===== config.mk =====
export PLATFORM = sky130hd
export DESIGN_NAME = wb_periph_mux
export DESIGN_NICKNAME = d
export VERILOG_FILES = /design/src/rtl/wb_periph_pkg.sv /design/src/rtl/wb_periph_timeout.sv /design/src/rtl/wb_periph_mux.sv
export SDC_FILE = /design/constraint.sdc
export NUM_CORES = 1
export LEC_CHECK = 0
export ABC_AREA = 1
export BUFFER_PORTS_ARGS = -buffer_cell sky130_fd_sc_hd__clkbuf_2
export CORE_AREA = 2 2 123 125
export CTS_BUF_LIST = sky130_fd_sc_hd__clkbuf_4
export CTS_CLUSTER_DIAMETER = 150
export DETAILED_ROUTE_END_ITERATION = 7
export DIE_AREA = 0 0 125 127
export MAX_ROUTING_LAYER = met4
export PLACE_DENSITY = 0.66
export SYNTH_ARGS = -nofsm -noshare
export SYNTH_HDL_FRONTEND = slang
export SYNTH_SLANG_ARGS = --single-unit

===== constraint.sdc =====
create_clock -name clk_i -period 1.6 [get_ports clk_i]
set_input_delay 0.16 -clock clk_i [delete_from_list [all_inputs] [get_ports clk_i]]
set_output_delay 0.16 -clock clk_i [all_outputs]
set_load 0.05 [all_outputs]

===== src/rtl/wb_periph_pkg.sv =====
// Shared types and constants for the Wishbone peripheral interconnect.
// Holds the transfer FSM state type, the slave-index width helper and the
// default read data returned alongside an error response.
package wb_periph_pkg;

  typedef enum logic [1:0] {
    ST_IDLE   = 2'd0,
    ST_ACCESS = 2'd1,
    ST_RESP   = 2'd2
  } wb_mux_state_t;

  localparam logic [31:0] ERR_DATA_DEFAULT = 32'hDEAD_BEEF;

  // Number of address bits needed to pick one of nslv slaves (at least 1).
  function automatic int unsigned idx_width(input int unsigned nslv);
    return (nslv > 1) ? $clog2(nslv) : 1;
  endfunction

endpackage


===== src/rtl/wb_periph_timeout.sv =====
// Access watchdog for wb_periph_mux: counts cycles spent waiting on a slave
// and flags expiry once TIMEOUT cycles have elapsed without an acknowledge.
// Only instantiated when WB_PERIPH_MUX_TIMEOUT_EN is defined.
module wb_periph_timeout #(
  parameter int unsigned TIMEOUT = 255
) (
  input  logic clk_i,
  input  logic rst_i,
  input  logic i_run,
  output logic o_expired
);

  logic [15:0] r_count;

  // Count ACCESS cycles; the count sits at zero whenever no access is
  // running, so every new access starts from a cleared counter.
  always_ff @(posedge clk_i) begin
    if (rst_i || !i_run) begin
      r_count <= 16'd0;
    end else begin
      r_count <= r_count + 16'd1;
    end
  end

  assign o_expired = i_run && (r_count == 16'(TIMEOUT - 1));

endmodule


===== src/rtl/wb_periph_mux.sv =====
// Single-master, multi-slave Wishbone classic interconnect.
// Decodes the upstream address into a one-hot slave select, forwards the
// latched transfer to that slave and returns its data/ack upstream.  Requests
// outside the peripheral window complete at once with an error response.
// Optional feature: define WB_PERIPH_MUX_TIMEOUT_EN to bound the time spent
// waiting on a slave; expiry completes the transfer with an error.
module wb_periph_mux
  import wb_periph_pkg::*;
#(
  parameter int unsigned          ADDR_W   = 32,
  parameter int unsigned          DATA_W   = 32,
  parameter int unsigned          NSLV     = 4,
  parameter int unsigned          SEL_LSB  = 8,
  parameter logic [ADDR_W-1:0]    BASE     = '0,
  parameter int unsigned          TIMEOUT  = 255,
  parameter logic [DATA_W-1:0]    ERR_DATA = DATA_W'(ERR_DATA_DEFAULT)
) (
  input  logic                     clk_i,
  input  logic                     rst_i,
  input  logic [ADDR_W-1:0]        wbs_addr_i,
  input  logic [DATA_W-1:0]        wbs_wdata_i,
  input  logic                     wbs_wr_en_i,
  input  logic [DATA_W/8-1:0]      wbs_byte_en_i,
  input  logic                     wbs_stb_i,
  input  logic                     wbs_cyc_i,
  output logic                     wbs_ack_o,
  output logic                     wbs_err_o,
  output logic [DATA_W-1:0]        wbs_rdata_o,
  output logic [ADDR_W-1:0]        wbm_addr_o,
  output logic [DATA_W-1:0]        wbm_wdata_o,
  output logic                     wbm_wr_en_o,
  output logic [DATA_W/8-1:0]      wbm_byte_en_o,
  output logic [NSLV-1:0]          wbm_stb_o,
  output logic [NSLV-1:0]          wbm_cyc_o,
  input  logic [NSLV-1:0]          wbm_ack_i,
  input  logic [NSLV*DATA_W-1:0]   wbm_rdata_i
);

  localparam int unsigned IDX_W  = idx_width(NSLV);
  localparam int unsigned UP_LSB = SEL_LSB + IDX_W;
  localparam int unsigned UP_W   = ADDR_W - UP_LSB;

  wb_mux_state_t r_state;
  wb_mux_state_t w_next;

  logic [ADDR_W-1:0]   r_addr;
  logic [DATA_W-1:0]   r_wdata;
  logic                r_wr_en;
  logic [DATA_W/8-1:0] r_byte_en;
  logic [IDX_W-1:0]    r_idx;
  logic                r_err;
  logic [DATA_W-1:0]   r_rdata;

  logic                w_req;
  logic                w_hit;
  logic                w_sel_ack;
  logic [DATA_W-1:0]   w_sel_rdata;
  logic [NSLV-1:0]     w_onehot;
  logic                w_access;
  logic                w_expired;

  assign w_req       = wbs_cyc_i & wbs_stb_i;
  assign w_hit       = (wbs_addr_i[ADDR_W-1:UP_LSB] == BASE[UP_W-1:0]);
  assign w_sel_ack   = wbm_ack_i[r_idx];
  assign w_sel_rdata = wbm_rdata_i[r_idx*DATA_W +: DATA_W];
  assign w_onehot    = NSLV'(1) << r_idx;
  assign w_access    = (r_state == ST_ACCESS);

`ifdef WB_PERIPH_MUX_TIMEOUT_EN
  wb_periph_timeout #(
    .TIMEOUT (TIMEOUT)
  ) u_timeout (
    .clk_i     (clk_i),
    .rst_i     (rst_i),
    .i_run     (w_access),
    .o_expired (w_expired)
  );
`else
  assign w_expired = 1'b0;
`endif

  // FSM state register.
  always_ff @(posedge clk_i) begin
    if (rst_i) begin
      r_state <= ST_IDLE;
    end else begin
      r_state <= w_next;
    end
  end

  // Next-state decode; a master abort takes priority over a slave ack so
  // that an abandoned cycle never produces an upstream acknowledge.
  always_comb begin
    w_next = r_state;
    case (r_state)
      ST_IDLE: begin
        if (w_req) begin
          w_next = w_hit ? ST_ACCESS : ST_RESP;
        end
      end
      ST_ACCESS: begin
        if (!wbs_cyc_i) begin
          w_next = ST_IDLE;
        end else if (w_sel_ack || w_expired) begin
          w_next = ST_RESP;
        end
      end
      ST_RESP: begin
        w_next = ST_IDLE;
      end
      default: begin
        w_next = ST_IDLE;
      end
    endcase
  end

  // Transfer datapath: latch the request in IDLE, capture the response on the
  // way into RESP, and drop the write qualifiers once the transfer completes.
  always_ff @(posedge clk_i) begin
    if (rst_i) begin
      r_addr    <= '0;
      r_wdata   <= '0;
      r_wr_en   <= 1'b0;
      r_byte_en <= '0;
      r_idx     <= '0;
      r_err     <= 1'b0;
      r_rdata   <= '0;
    end else begin
      if (r_state == ST_IDLE && w_req) begin
        r_addr    <= wbs_addr_i;
        r_wdata   <= wbs_wdata_i;
        r_wr_en   <= wbs_wr_en_i;
        r_byte_en <= wbs_byte_en_i;
        r_idx     <= wbs_addr_i[SEL_LSB +: IDX_W];
        if (!w_hit) begin
          r_err   <= 1'b1;
          r_rdata <= ERR_DATA;
        end
      end
      if (w_access && w_next == ST_RESP) begin
        if (w_sel_ack) begin
          r_err   <= 1'b0;
          r_rdata <= w_sel_rdata;
        end else begin
          r_err   <= 1'b1;
          r_rdata <= ERR_DATA;
        end
      end
      if (w_next == ST_RESP) begin
        r_wr_en   <= 1'b0;
        r_byte_en <= '0;
      end
    end
  end

  assign wbs_ack_o     = (r_state == ST_RESP);
  assign wbs_err_o     = wbs_ack_o & r_err;
  assign wbs_rdata_o   = r_rdata;
  assign wbm_addr_o    = r_addr;
  assign wbm_wdata_o   = r_wdata;
  assign wbm_wr_en_o   = r_wr_en;
  assign wbm_byte_en_o = r_byte_en;
  assign wbm_stb_o     = w_access ? w_onehot : '0;
  assign wbm_cyc_o     = w_access ? w_onehot : '0;

endmodule


==> flow_metrics.tcl <==
set metrics [dict create \
    cts_inserted_buffers 9 \
    yosys_warnings 0 \
    reg2reg_from "wbm_addr_o[8]$_SDFFE_PP0P_" \
    avgSynthCellArea_um2 6.566 \
    worstPathRequired_ns 1.44 \
    maxCapViolCount 0 \
    drc 0 \
    clock-root-buffer "clkbuf_4" \
    place_congestion 0.8056 \
    syn_nets 920 \
    hold_viol 0 \
    dp_hpwl_mm 13.25 \
    n_antenna_cell 0 \
    final.setup.tns_ns -0.4704 \
    io_buffers 315 \
    peakVddDrop_uv 607.2 \
    fin_skew_ns 0.01122 \
    vias_per_cell 4.731 \
    synth_area_leaders "dfxtp_1 (44%), nor2_1 (15%), nand2_1 (14%), o21ai_0 (6.9%), nand4_1 (3.7%)" \
    fillers 1378 \
    fin_crit_sh_pct 106.3 \
    synthFlopType "dfxtp_1" \
    r2r-end "wbs_rdata_o[14]$_SDFFE_PP0P_" \
    nets 1325 \
    fin_ws_ns -0.1001 \
    ys_seq_area_share_pct 44.35 \
    p_sw_mw 2.225 \
    path_cells "inv_2, nand2_4, buf_6, nor3_4, buf_8" \
    critPathSlowestCell "dfxtp_2" \
    startpoint "r_state[1]$_SDFF_PP0_" \
    leakage_nw 4.118 \
    floorplan.initialDensity_pct 32.55 \
    cp_top_family "buffers and inverters" \
    rrSetupSlack_ns 0.11 \
    synth_seq_cells 104 \
    crit_path_end "wbm_cyc_o[1]" \
    run_status "finished, violations left" \
    critical_path_depth 5 \
    violations "setup timing" \
    wl_met3_mm 1.397 \
    switching_share_pct 36.16 \
    die_x_um 125 \
    final_antenna_net_count 0 \
    critPathLaunchType "register" \
    crit_arrival_ns 1.54 \
    synthDistinctLibCells 22 \
    critPathMaxFanout 3 \
    pre_cts_ws_ns 0.06006 \
    ys_async_sr_fraction_pct 0 \
    routed-wl-met2_mm 10.02 \
    yosysTopAreaCell "dfxtp_1" \
    synth_top_area_share_pct 44.35 \
    grt_pass1_vias 6137 \
    p_seq_share_pct 46.2 \
    power.share.combinational_pct 30.6 \
    clock_path_buffers 2 \
    cts_tree "built" \
    grt_max_degree 62 \
    p_int_mw 3.929 \
    areaGrowthSynthToFinish_pct 70.28 \
    p_per_area_mw_per_mm2 769.8 \
    achievable-frequency_mhz 588.2 \
    reg2reg_depth 7 \
    rows 44 \
    grt_overflow 0 \
    grt_use_total_pct 24.52 \
    post-route-util_pct 55.42 \
    synth_most_common_cell "nor2_1" \
    synth-edff-count 0 \
    met1Wirelength_mm 8.009 \
    critPathCaptureType "output port" \
    relSlewSlack_pct 78.10 \
    postSynthCellCount 715 \
    die-area_mm2 0.01588 \
    firstDrtPassIters 5 \
    synthTopCellsByCount "nor2_1 (193), nand2_1 (173), dfxtp_1 (104), o21ai_0 (65), nand3_1 (34)" \
    synth.cell_area_mm2 0.004695 \
    core_mm2 0.01442 \
    io-pin-count 316 \
    path_buf_inv 3 \
    worstSetupPathType "reg -> out" \
    maxSlewViolCount 0 \
    insertion_delay_ns 0.47 \
    grt_first_pass_wirelength_mm 30.50 \
    rsz0062_at_grt "true" \
    routed.top_layer "met4" \
    hp-class "in -> reg" \
    htree_levels 3 \
    min_period_ns 1.700 \
    die_h_um 127 \
    clkPwrFrac_pct 23.1 \
    max_stage_delay_ns 0.35 \
    grt_antenna_before_repair 0 \
    drive_gt1_share_pct 34.70 \
    wl_mm 20.09 \
    vias 6188 \
    worst_pin_slew_ns 0.3274 \
    cts.clk_slew.worst_paths_ns 0.16 \
    hold_ws_ns 0.04173 \
    setup_viol 7 \
    routedWlPerCell_um 15.36 \
    cts_sinks 104 \
    p_total_mw 6.154 \
    drtIter0Drc 297 \
]
## metrics by stage
stage	instance area [um2]	instances
6_report	7994	1308
5_1_grt	7994	1308
4_1_cts	7859	1301
3_5_place_dp	6614	1187
3_3_place_gp	6614	1187
2_1_floorplan	4743	715
## worst min path at each step
stage | to | cells after the start | slack [ns] | from
6_report | wbs_rdata_o[11]$_SDFFE_PP0P_ | 5 | 0.04 | wbm_rdata_i[75]
2_1_floorplan | wbm_addr_o[0]$_SDFFE_PP0P_ | 2 | 0.29 | wbs_addr_i[0]
3_5_place_dp | wbm_wdata_o[0]$_SDFFE_PP0P_ | 3 | 0.39 | wbs_wdata_i[0]
4_1_cts | wbs_rdata_o[26]$_SDFFE_PP0P_ | 5 | 0.0005 | wbm_rdata_i[26]
3_3_place_gp | wbm_wdata_o[22]$_SDFFE_PP0P_ | 3 | 0.38 | wbs_wdata_i[22]
5_1_grt | wbs_rdata_o[12]$_SDFFE_PP0P_ | 5 | 0.03 | wbm_rdata_i[76]
## power by group through the flow
stage / Clock, mW / Combinational [mW] / Sequential, mW
4_1_cts: 1.46 / 1.84 / 2.84
6_report: 1.42 / 1.89 / 2.85
5_1_grt: 1.57 / 2.03 / 2.86
3_5_place_dp: 0 / 1.65 / 2.89
2_1_floorplan: 0 / 0.475 / 3.44
3_3_place_gp: 0 / 1.64 / 2.90
## worst reg2reg max path, cell delays in order (launching register included)
cell     delay [ns]
dfxtp_4        0.41
buf_4          0.15
nor2_4         0.13
buf_4          0.32
a22oi_1        0.13
nand2_1        0.11
nand2_1        0.06
a21oi_1        0.13
## logic make-up (layout without fill, tap and decap cells)
group | Yosys count | in the layout | share of synthesized area, %
buf+inv | 83 | 492 | 7.622
flops | 104 | 104 | 44.35
compound gates | 89 | 89 | 9.915
simple gates | 439 | 439 | 38.11
## layer usage
layer	vias up	GRT usage, %
met3	52	5.360
met1	2764	26.95
met4	0	11.05
li1	3085	-
met2	287	42.77
met5	-	-
## cells in the final DEF, fill, tap and decap left out, types with 6 or more instances in the layout
cell           instances
a21oi_1               16
a22oi_1                8
buf_12                 9
buf_4                 20
clkbuf_2             305
clkbuf_4               9
dfxtp_1              100
dlygate4sd3_1         96
inv_1                 27
inv_2                  6
nand2_1              170
nand3_1               32
nand4_1               28
nor2_1               189
o21ai_0               65
## cell type report
cell class | instances | area (um2) | share of cell area, %
timing repair buffer | 443 | 3055 | 38.22
multi-input combinational | 528 | 2347 | 29.36
sequential | 104 | 2095 | 26.20
tap | 184 | 230.2 | 2.880
inverter | 34 | 130.1 | 1.628
clock inverter | 6 | 68.82 | 0.8609
clock buffer | 9 | 67.56 | 0.8452
## flip-flops by register name, summed over array words and instances (netlist names)
signal	count
r_err	1
r_state	2
wbm_addr_o	32
wbm_byte_en_o	4
wbm_wdata_o	32
wbm_wr_en_o	1
wbs_rdata_o	32
## timing repair
action | 4_1_cts | 5_1_grt
gates cloned | 0 | 3
setup buffers | 3 | 4
gates resized for setup | 30 | 11
pin swaps | 3 | 2
endpoints found under the setup margin | 9 | 65
hold buffers | 96 | 0
endpoints found under the hold margin | 90 | 0
Power figures use the tool's default switching activity.
